`src/rtl/ula_pkg.sv`:
```
// Shared definitions for the ULA datapath units.
package ula_pkg;

  // Datapath width of every ULA unit.
  localparam int unsigned LARGURA = 4;

  // Sequential divider control states.
  typedef enum logic [1:0] {
    OCIOSO,
    CALCULA,
    FIM
  } estado_div_t;

endpackage

```
`src/rtl/somador.sv`:
```
// 4-bit ripple-carry adder; the divider uses it as a trial subtractor (a + ~b + 1).
module somador
  import ula_pkg::*;
(
  input  logic [LARGURA-1:0] a,
  input  logic [LARGURA-1:0] b,
  input  logic               cin,
  output logic [LARGURA-1:0] soma,
  output logic               cout
);

  logic [LARGURA:0] carry;

  // Ripple the carry through one full adder per bit.
  always_comb begin
    carry    = '0;
    soma     = '0;
    carry[0] = cin;
    for (int i = 0; i < LARGURA; i++) begin
      soma[i]    = a[i] ^ b[i] ^ carry[i];
      carry[i+1] = (a[i] & b[i]) | (carry[i] & (a[i] ^ b[i]));
    end
    cout = carry[LARGURA];
  end

endmodule

```
`src/rtl/divisor_sequencial.sv`:
```
// Sequential 4-bit unsigned restoring divider, one quotient bit per clock.
module divisor_sequencial
  import ula_pkg::*;
(
  input  logic               clk,
  input  logic               rst_n,
  input  logic               start,
  input  logic [LARGURA-1:0] dividendo,
  input  logic [LARGURA-1:0] divisor,
  output logic [LARGURA-1:0] quociente,
  output logic [LARGURA-1:0] resto,
  output logic               busy,
  output logic               done,
  output logic               div_zero
);

  estado_div_t        estado_q, estado_d;
  logic [LARGURA-1:0] q_q, q_d;
  logic [LARGURA-1:0] r_q, r_d;
  logic [LARGURA-1:0] d_q, d_d;
  logic [1:0]         cnt_q, cnt_d;
  logic [LARGURA-1:0] quoc_q, quoc_d;
  logic [LARGURA-1:0] resto_q, resto_d;
  logic               busy_q, busy_d;
  logic               done_q, done_d;
  logic               dz_q, dz_d;

  // Partial remainder shifted left with the next dividend bit; 5 bits since R < D.
  logic [LARGURA:0]   s;
  logic [LARGURA-1:0] dif;
  logic               cout;
  logic               ge;

  assign s  = {r_q, q_q[LARGURA-1]};
  assign ge = s[LARGURA] | cout;

  somador u_somador (
    .a    (s[LARGURA-1:0]),
    .b    (~d_q),
    .cin  (1'b1),
    .soma (dif),
    .cout (cout)
  );

  // Next-state, datapath and registered-output logic.
  always_comb begin
    estado_d = estado_q;
    q_d      = q_q;
    r_d      = r_q;
    d_d      = d_q;
    cnt_d    = cnt_q;
    quoc_d   = quoc_q;
    resto_d  = resto_q;
    busy_d   = busy_q;
    done_d   = 1'b0;
    dz_d     = dz_q;
    case (estado_q)
      OCIOSO: begin
        if (start) begin
          busy_d = 1'b1;
          if (divisor != '0) begin
            q_d      = dividendo;
            d_d      = divisor;
            r_d      = '0;
            cnt_d    = '0;
            dz_d     = 1'b0;
            estado_d = CALCULA;
          end else begin
            // Divide-by-zero skips the iterations and reports immediately.
            dz_d     = 1'b1;
            quoc_d   = '1;
            resto_d  = dividendo;
            done_d   = 1'b1;
            estado_d = FIM;
          end
        end
      end
      CALCULA: begin
        r_d   = ge ? dif : s[LARGURA-1:0];
        q_d   = {q_q[LARGURA-2:0], ge};
        cnt_d = cnt_q + 2'd1;
        // Counter wrapping 3 -> 0 marks the last step; results load on FIM entry.
        if (cnt_q == 2'd3) begin
          quoc_d   = q_d;
          resto_d  = r_d;
          done_d   = 1'b1;
          estado_d = FIM;
        end
      end
      FIM: begin
        busy_d   = 1'b0;
        estado_d = OCIOSO;
      end
      default: begin
        busy_d   = 1'b0;
        estado_d = OCIOSO;
      end
    endcase
  end

  // State and datapath registers with asynchronous active-low reset.
  always_ff @(posedge clk or negedge rst_n) begin
    if (!rst_n) begin
      estado_q <= OCIOSO;
      q_q      <= '0;
      r_q      <= '0;
      d_q      <= '0;
      cnt_q    <= '0;
      quoc_q   <= '0;
      resto_q  <= '0;
      busy_q   <= 1'b0;
      done_q   <= 1'b0;
      dz_q     <= 1'b0;
    end else begin
      estado_q <= estado_d;
      q_q      <= q_d;
      r_q      <= r_d;
      d_q      <= d_d;
      cnt_q    <= cnt_d;
      quoc_q   <= quoc_d;
      resto_q  <= resto_d;
      busy_q   <= busy_d;
      done_q   <= done_d;
      dz_q     <= dz_d;
    end
  end

  assign quociente = quoc_q;
  assign resto     = resto_q;
  assign busy      = busy_q;
  assign done      = done_q;
  assign div_zero  = dz_q;

endmodule

```
`config.mk`:
```
export PLATFORM = sky130hd
export DESIGN_NAME = divisor_sequencial
export DESIGN_NICKNAME = d
export VERILOG_FILES = /design/src/rtl/ula_pkg.sv /design/src/rtl/somador.sv /design/src/rtl/divisor_sequencial.sv
export SDC_FILE = /design/constraint.sdc
export NUM_CORES = 1
export LEC_CHECK = 0
export ABC_AREA = 1
export CORE_MARGIN = 1
export CORE_UTILIZATION = 25
export DETAILED_ROUTE_END_ITERATION = 8
export DONT_BUFFER_PORTS = 1
export PLACE_DENSITY = 0.47
export SLEW_MARGIN = 20
export SYNTH_ARGS = -nofsm -noshare
export SYNTH_HDL_FRONTEND = slang
export SYNTH_SLANG_ARGS = --single-unit
```
`constraint.sdc`:
```
create_clock -name clk -period 3.35 [get_ports clk]
set_clock_uncertainty 0.1 [all_clocks]
set_input_delay 0.335 -clock clk [delete_from_list [all_inputs] [get_ports clk]]
set_output_delay 0.335 -clock clk [all_outputs]
set_load 0.005 [all_outputs]
```
==> reports/qor.txt, run 1 <==
=====================================================================================
Final setup TNS ........................................................         0 ps
Sequential element share of the synthesized area .......................        0.500
Unrepaired setup endpoints after global routing ........................        false
Overall die height .....................................................      75.6 um
Drt first-iter violations ..............................................           72
Number of detailed-route iterations in the first pass ..................            4
CP Data Required Time ..................................................      3420 ps
Flip-flop and latch count after synthesis ..............................           27
Num Clock Sinks ........................................................           27
Clock-pin slew on the worst setup and hold paths .......................        90 ps
Avg Inst Size Synth ....................................................   8.40 sq um
Max-slew headroom ......................................................        0.719
Worst EP arrival .......................................................      2530 ps
Most frequent cells in the layout ...................................... nand2_1, dfrtp_1, nand3_1
Antenna violations before repair .......................................            0
Total Routed Length ....................................................      2950 um
Die W ..................................................................      75.6 um
Worst Hold Class .......................................................    in -> reg
Vias in the first global route .........................................          983
Count of inserted antenna diode cells ..................................            0
Cell variety after synth ...............................................           19
Capturing element type of the critical path ............................    flip-flop
Placed Cells ...........................................................          228
Transition time at the pin with the least slew margin ..................       420 ps
Static power due to leakage ............................................     0.784 nW
Wire length of the first global-routing pass ...........................      4740 um
Effective utilization at floorplan .....................................        0.261
Number of setup violations in the final report .........................            0
Terminus of the critical flop-to-flop path .............................     resto[0]
Share of the clock period used by the worst path after layout ..........        0.735
Routed WL per cell .....................................................      12.6 um
Port Buf Inserts .......................................................            0
Final Util .............................................................        0.287
Number of levels the H-tree was split into .............................            1
Max FO, Critical Path ..................................................            6
CTS max path bufs ......................................................            2
Cell depth of the worst hold path ......................................            2
Final max-slew violation count .........................................            0
Internal reg-to-reg setup slack ........................................       890 ps
Startpoint of the worst hold path ......................................   divisor[2]
Total Die Area .........................................................   5710 sq um
Final period demand of the worst path ..................................      2460 ps
Pin count of the biggest net entering global routing ...................           28
Multi-input logic area .................................................    568 sq um
Number of warning messages in the yosys log ............................            0
Most frequent standard cell in the layout excluding fill and tap cells .      nand2_1
Area of the placeable core .............................................   5170 sq um
Worst R2R Start ........................................................       q_q[3]
Cts bufs inserted ......................................................            3
Critical path class ....................................................   reg -> reg
Floorplan row count ....................................................           26
Count of cells along the worst register-to-register path ...............           11
Clock tree from TritonCTS ..............................................        built
Register Area ..........................................................    676 sq um
Max Clock Freq .........................................................    0.406 GHz
Clock insertion delay at the later pin of the skew report ..............       270 ps
Post-Layout Cell Count .................................................          234
Synth-to-Final Area Change .............................................        9.81%
Run status ............................................................. complete, no violations
Synthesized Nets .......................................................          177
Remaining global-route overflow ........................................            0
Peak VDD IR ............................................................     0.265 mV
Power density relative to cell area ....................................  974 nW/um^2
Weighted congestion at the end of routability-driven global placement ..        0.782
Top-level I/O count ....................................................           22
DP HPWL ................................................................      2170 um
Number of remaining DRC errors .........................................            0
End of the worst hold path .............................................       d_q[2]
Fraction of layout cells with a size suffix above 1 ....................       0.0915
Clock root cell ........................................................     clkbuf_8
Number of nets still failing antenna checks after routing ..............            0
Total global routing track utilization .................................        0.113
Post-route design area .................................................   1490 sq um
Instance count of the mapped netlist ...................................          161
Gates resized, CTS repair ..............................................            0
Critical path startpoint category ......................................    flip-flop
Via density ............................................................         4.24
Number of vias after detailed routing ..................................          992
Number of failing hold endpoints at the final stage ....................            0
Final total power ......................................................      1.45 mW
Final net count ........................................................          181
Max Cap Violations .....................................................            0
FILL cells .............................................................          566
Placed Instance Area ...................................................   1410 sq um
Synthesized area .......................................................   1350 sq um
=====================================================================================
final cells by class:
class,count,share of cell area
Clock buffer,4,0.0303
Inverter,21,0.0531
Multi-Input combinational cell,110,0.382
Sequential cell,27,0.455
Timing Repair Buffer,2,0.0202
Tap cell,70,0.0590
cell usage after synthesis, drive strengths merged:
cell / instances / area, sq um
nand2: 62 / 253
dfrtp: 27 / 676
nand3: 25 / 130
inv: 21 / 78.8
o21ai: 11 / 58.8
nor2: 6 / 32.5
buf: 3 / 30.0
fa: 3 / 60.1
ha: 2 / 25.0
o21a: 1 / 8.76
how the worst max path moves through the flow:
stage	from	end	slack (ps)	cells after the start
2_1_floorplan	q_q[3]	resto[0]	1070	11
3_3_place_gp	q_q[3]	resto[0]	930	11
3_5_place_dp	q_q[3]	resto[0]	900	11
4_1_cts	q_q[3]	resto[0]	890	11
5_1_grt	q_q[3]	resto[2]	690	10
6_report	q_q[3]	resto[0]	890	11
worst max-delay path: stages (launching register included):
cell	delay, ps
dfrtp_1	380
inv_1	50
ha_1	200
fa_1	380
fa_1	390
fa_1	390
inv_1	80
nor2_2	60
nand3_1	130
nand3_1	90
nand2_1	70
nand2_1	50
registers in the layout, indices dropped and copies added, names as in the netlist:
name,count
resto,4
done,1
cnt_q,2
r_q,4
div_zero,1
estado_q,2
quociente,4
d_q,4
q_q,4
busy,1
timing repair:
action	in CTS	in global routing
hold buffers	2	0
endpoints found under the hold margin	27	0
setup buffers	0	0
stage by stage:
step,worst slack (ps),hold slack (ps)
after CTS,893,118
after global placement,928,-59.7
after floorplan,1070,-60.6
final,888,120
after detailed placement,895,-59.5
after global routing,690,116
per-layer routing:
metal / up-vias / global-route usage / wire, um / part of all wire
met5: - / 0 / 0 / 0
met4: 0 / 0.00617 / 0 / 0
met3: 0 / 0.0410 / 123 / 0.042
met2: 16 / 0.191 / 1410 / 0.48
met1: 471 / 0.147 / 1410 / 0.48
li1: 505 / - / - / -
power by group:
| part | internal (mW) | total, mW | switching, mW |
|---|---|---|---|
| logic | 0.245 | 0.676 | 0.432 |
| clock network | 0.0852 | 0.186 | 0.101 |
| registers | 0.476 | 0.585 | 0.108 |
cells by family after synthesis:
kind of cell             Yosys count  synth area share
AO/OA/AOI/OAI                     12            0.0500
flip-flops                        27             0.500
adder cells (fa/ha/maj)            5            0.0629
AND/OR/NAND/NOR                   93             0.307
buffers and inverters             24            0.0805
No activity file was read; power rests on OpenSTA's default activity.
==> inputs of run 2 (changes only) <==
--- a/config.mk
+++ b/config.mk
@@ -10,7 +10,7 @@
 export CORE_UTILIZATION = 25
 export DETAILED_ROUTE_END_ITERATION = 8
 export DONT_BUFFER_PORTS = 1
-export PLACE_DENSITY = 0.47
+export PLACE_DENSITY = 0.49
 export SLEW_MARGIN = 20
 export SYNTH_ARGS = -nofsm -noshare
 export SYNTH_HDL_FRONTEND = slang
==> constraint.sdc (replaced) <==
create_clock -name clk -period 2.22 [get_ports clk]
set_clock_uncertainty 0.1 [all_clocks]
set_input_delay 0.222 -clock clk [delete_from_list [all_inputs] [get_ports clk]]
set_output_delay 0.222 -clock clk [all_outputs]
set_load 0.005 [all_outputs]
==> reports/qor.txt, run 2 (same netlist as run 1, synthesis figures left out) <==
=====================================================================================
Run status ............................................................. finished, violations left
Violated checks ........................................................ negative setup slack
Die W ..................................................................      75.6 um   unchanged
Slowest cell on the critical path ......................................         fa_2
Longest individual stage delay on the worst path .......................       380 ps   about the same
Crit path setup slack, layout ..........................................     -71.7 ps   -960 ps
Fraction of layout cells with a size suffix above 1 ....................        0.260   +0.169
Crit path top cell by count ............................................         fa_2
Num Clock Sinks ........................................................           27   unchanged
Transition time at the pin with the least slew margin ..................       504 ps   +83.8 ps
Power density relative to cell area .................................... 1570 nW/um^2   +61%
Pin count of the biggest net entering global routing ...................           28   unchanged
Number of levels the H-tree was split into .............................            1   unchanged
Static power due to leakage ............................................     0.855 nW   +9.2%
Number of detailed-route iterations in the first pass ..................            6   +2
Worst EP arrival .......................................................      2370 ps   -160 ps
Count of inserted antenna diode cells ..................................            0   unchanged
Clock root cell ........................................................     clkbuf_8
Final Util .............................................................        0.316   +0.0290
Capturing element type of the critical path ............................    flip-flop
Routed length on met1 ..................................................      1500 um   +5.8%
Clock-pin slew on the worst setup and hold paths .......................       100 ps   about the same
Effective utilization at floorplan .....................................        0.261   unchanged
Antenna violations before repair .......................................            0   unchanged
Unrepaired setup endpoints after global routing ........................         true
Top-level I/O count ....................................................           22   unchanged
Share of the clock period used by the worst path after layout ..........         1.03   +0.297
Vias in the first global route .........................................         1007   +2.4%
Weighted congestion at the end of routability-driven global placement ..        0.860   +10%
Total Die Area .........................................................   5710 sq um   unchanged
Number of vias after detailed routing ..................................         1077   +8.6%
Clock tree from TritonCTS ..............................................        built
Number of setup violations in the final report .........................            6   +6
Drt first-iter violations ..............................................           30   -58%
Number of remaining DRC errors .........................................            0   unchanged
Max Cap Violations .....................................................            0   unchanged
Max Clock Freq .........................................................    0.436 GHz   +7.4%
Critical path class ....................................................   reg -> reg
Worst Hold Class .......................................................    in -> reg
Critical path startpoint category ......................................    flip-flop
Cts bufs inserted ......................................................            3   unchanged
Overall die height .....................................................      75.6 um   unchanged
Final total power ......................................................      2.57 mW   +78%
Via density ............................................................         4.51   +6.3%
Cell breakdown of the critical path .................................... inv_2 > ha_4 > fa_2 > fa_2 > fa_2 > inv_2 > nor2_4 > nand3_2 > nand3_2 > nand2_1 > nand2_1
Floorplan row count ....................................................           26   unchanged
Wire length on met3 ....................................................       215 um   +75%
Routed wl met2 .........................................................      1480 um   +4.7%
Remaining global-route overflow ........................................            0   unchanged
Number of nets still failing antenna checks after routing ..............            0   unchanged
Area of the placeable core .............................................   5170 sq um   unchanged
Wire length of the first global-routing pass ...........................      4950 um   +4.5%
DP HPWL ................................................................      2240 um   +3.6%
Number of failing hold endpoints at the final stage ....................            0   unchanged
CP Data Required Time ..................................................      2300 ps   -1120 ps
Most frequent cells in the layout ...................................... nand2_1, dfrtp_1, inv_1, nand3_2, nand3_1
Total Routed Length ....................................................      3270 um   +11%
Final net count ........................................................          186   +2.8%
Synth-to-Final Area Change .............................................        20.9%
CTS max path bufs ......................................................            2   unchanged
Total global routing track utilization .................................        0.121   +0.00745
Final period demand of the worst path ..................................      2290 ps   -170 ps
Final max-slew violation count .........................................            0   unchanged
Max FO, Critical Path ..................................................            6   unchanged
Routed WL per cell .....................................................      13.7 um   +8.5%
Final setup TNS ........................................................      -330 ps   -330 ps
Port Buf Inserts .......................................................            0   unchanged
Most frequent standard cell in the layout excluding fill and tap cells .      nand2_1
Peak VDD IR ............................................................     0.456 mV   +72%
Clock insertion delay at the later pin of the skew report ..............       280 ps   about the same
Max-slew headroom ......................................................        0.663   -0.0560
Top routing layer used .................................................         met4
=====================================================================================
## run 2: changes by cell type in the layout (fill, tap and decap cells not counted), sizes merged
cell / delta
buf: +5
clkbuf: -1
clkinv: +1
## run 2: layout make-up
cell class,instances,area (sq um)
clock buffers,3,41.3
clock inverters,1,5.00
fillers,549,3540
inverters,21,78.8
multi-input cells,110,676
flip-flops and latches,27,676
well taps,70,87.6
repair buffers,7,71.3
## run 2: per-stage QoR
| stage | cell area [sq um] | setup WS [ps] | cells | hold WS (ps) |
|---|---|---|---|---|
| final | 1640 | -71.7 | 239 | 6.17 |
| after global routing | 1640 | -147 | 239 | 8.61 |
| after CTS | 1550 | -67.6 | 237 | 5.75 |
| after detailed placement | 1440 | -84.4 | 231 | -172 |
| after global placement | 1440 | -68.8 | 231 | -173 |
| after floorplan | 1360 | -18.1 | 161 | -174 |
## run 2: metal layers
layer	global-route usage	vias to the layer above
met2	0.192	30
met4	0.0391	0
li1	-	516
met5	0	-
met1	0.150	523
met3	0.0489	8
## run 2: final timing paths
kind	slack, ps	startpoint	endpoint	depth (start not counted)
worst max-delay path	-70	q_q[3]	resto[0]	11
worst min-delay path	6	divisor[1]	d_q[1]	2
worst max register to register	-70	q_q[3]	resto[0]	11
worst min register to register	390	cnt_q[1]	cnt_q[1]	2
max in group asynchronous	1580	rst_n	busy	2
min in group asynchronous	270	rst_n	cnt_q[0]	2
## run 2: timing repair
action | in CTS | in global routing
endpoints found under the setup margin | 8 | 10
setup buffers | 0 | 2
hold buffers | 2 | 0
pin swaps | 2 | 7
endpoints found under the hold margin | 27 | 0
gates resized for setup | 11 | 14
## run 2: critical path, delay by kind of cell (launching register included)
kind / cells / cell delay [ps]
simple gates: 5 / 340
flops: 1 / 370
buf+inv: 2 / 150
fa+ha+maj: 4 / 1220
## run 2: report_power, final
part	switching [mW]	leakage [nW]	internal, mW
Sequential	0.181	0.337	0.718
Combinational	0.831	0.493	0.553
Clock	0.163	0.0255	0.126
Total	1.18	0.855	1.40
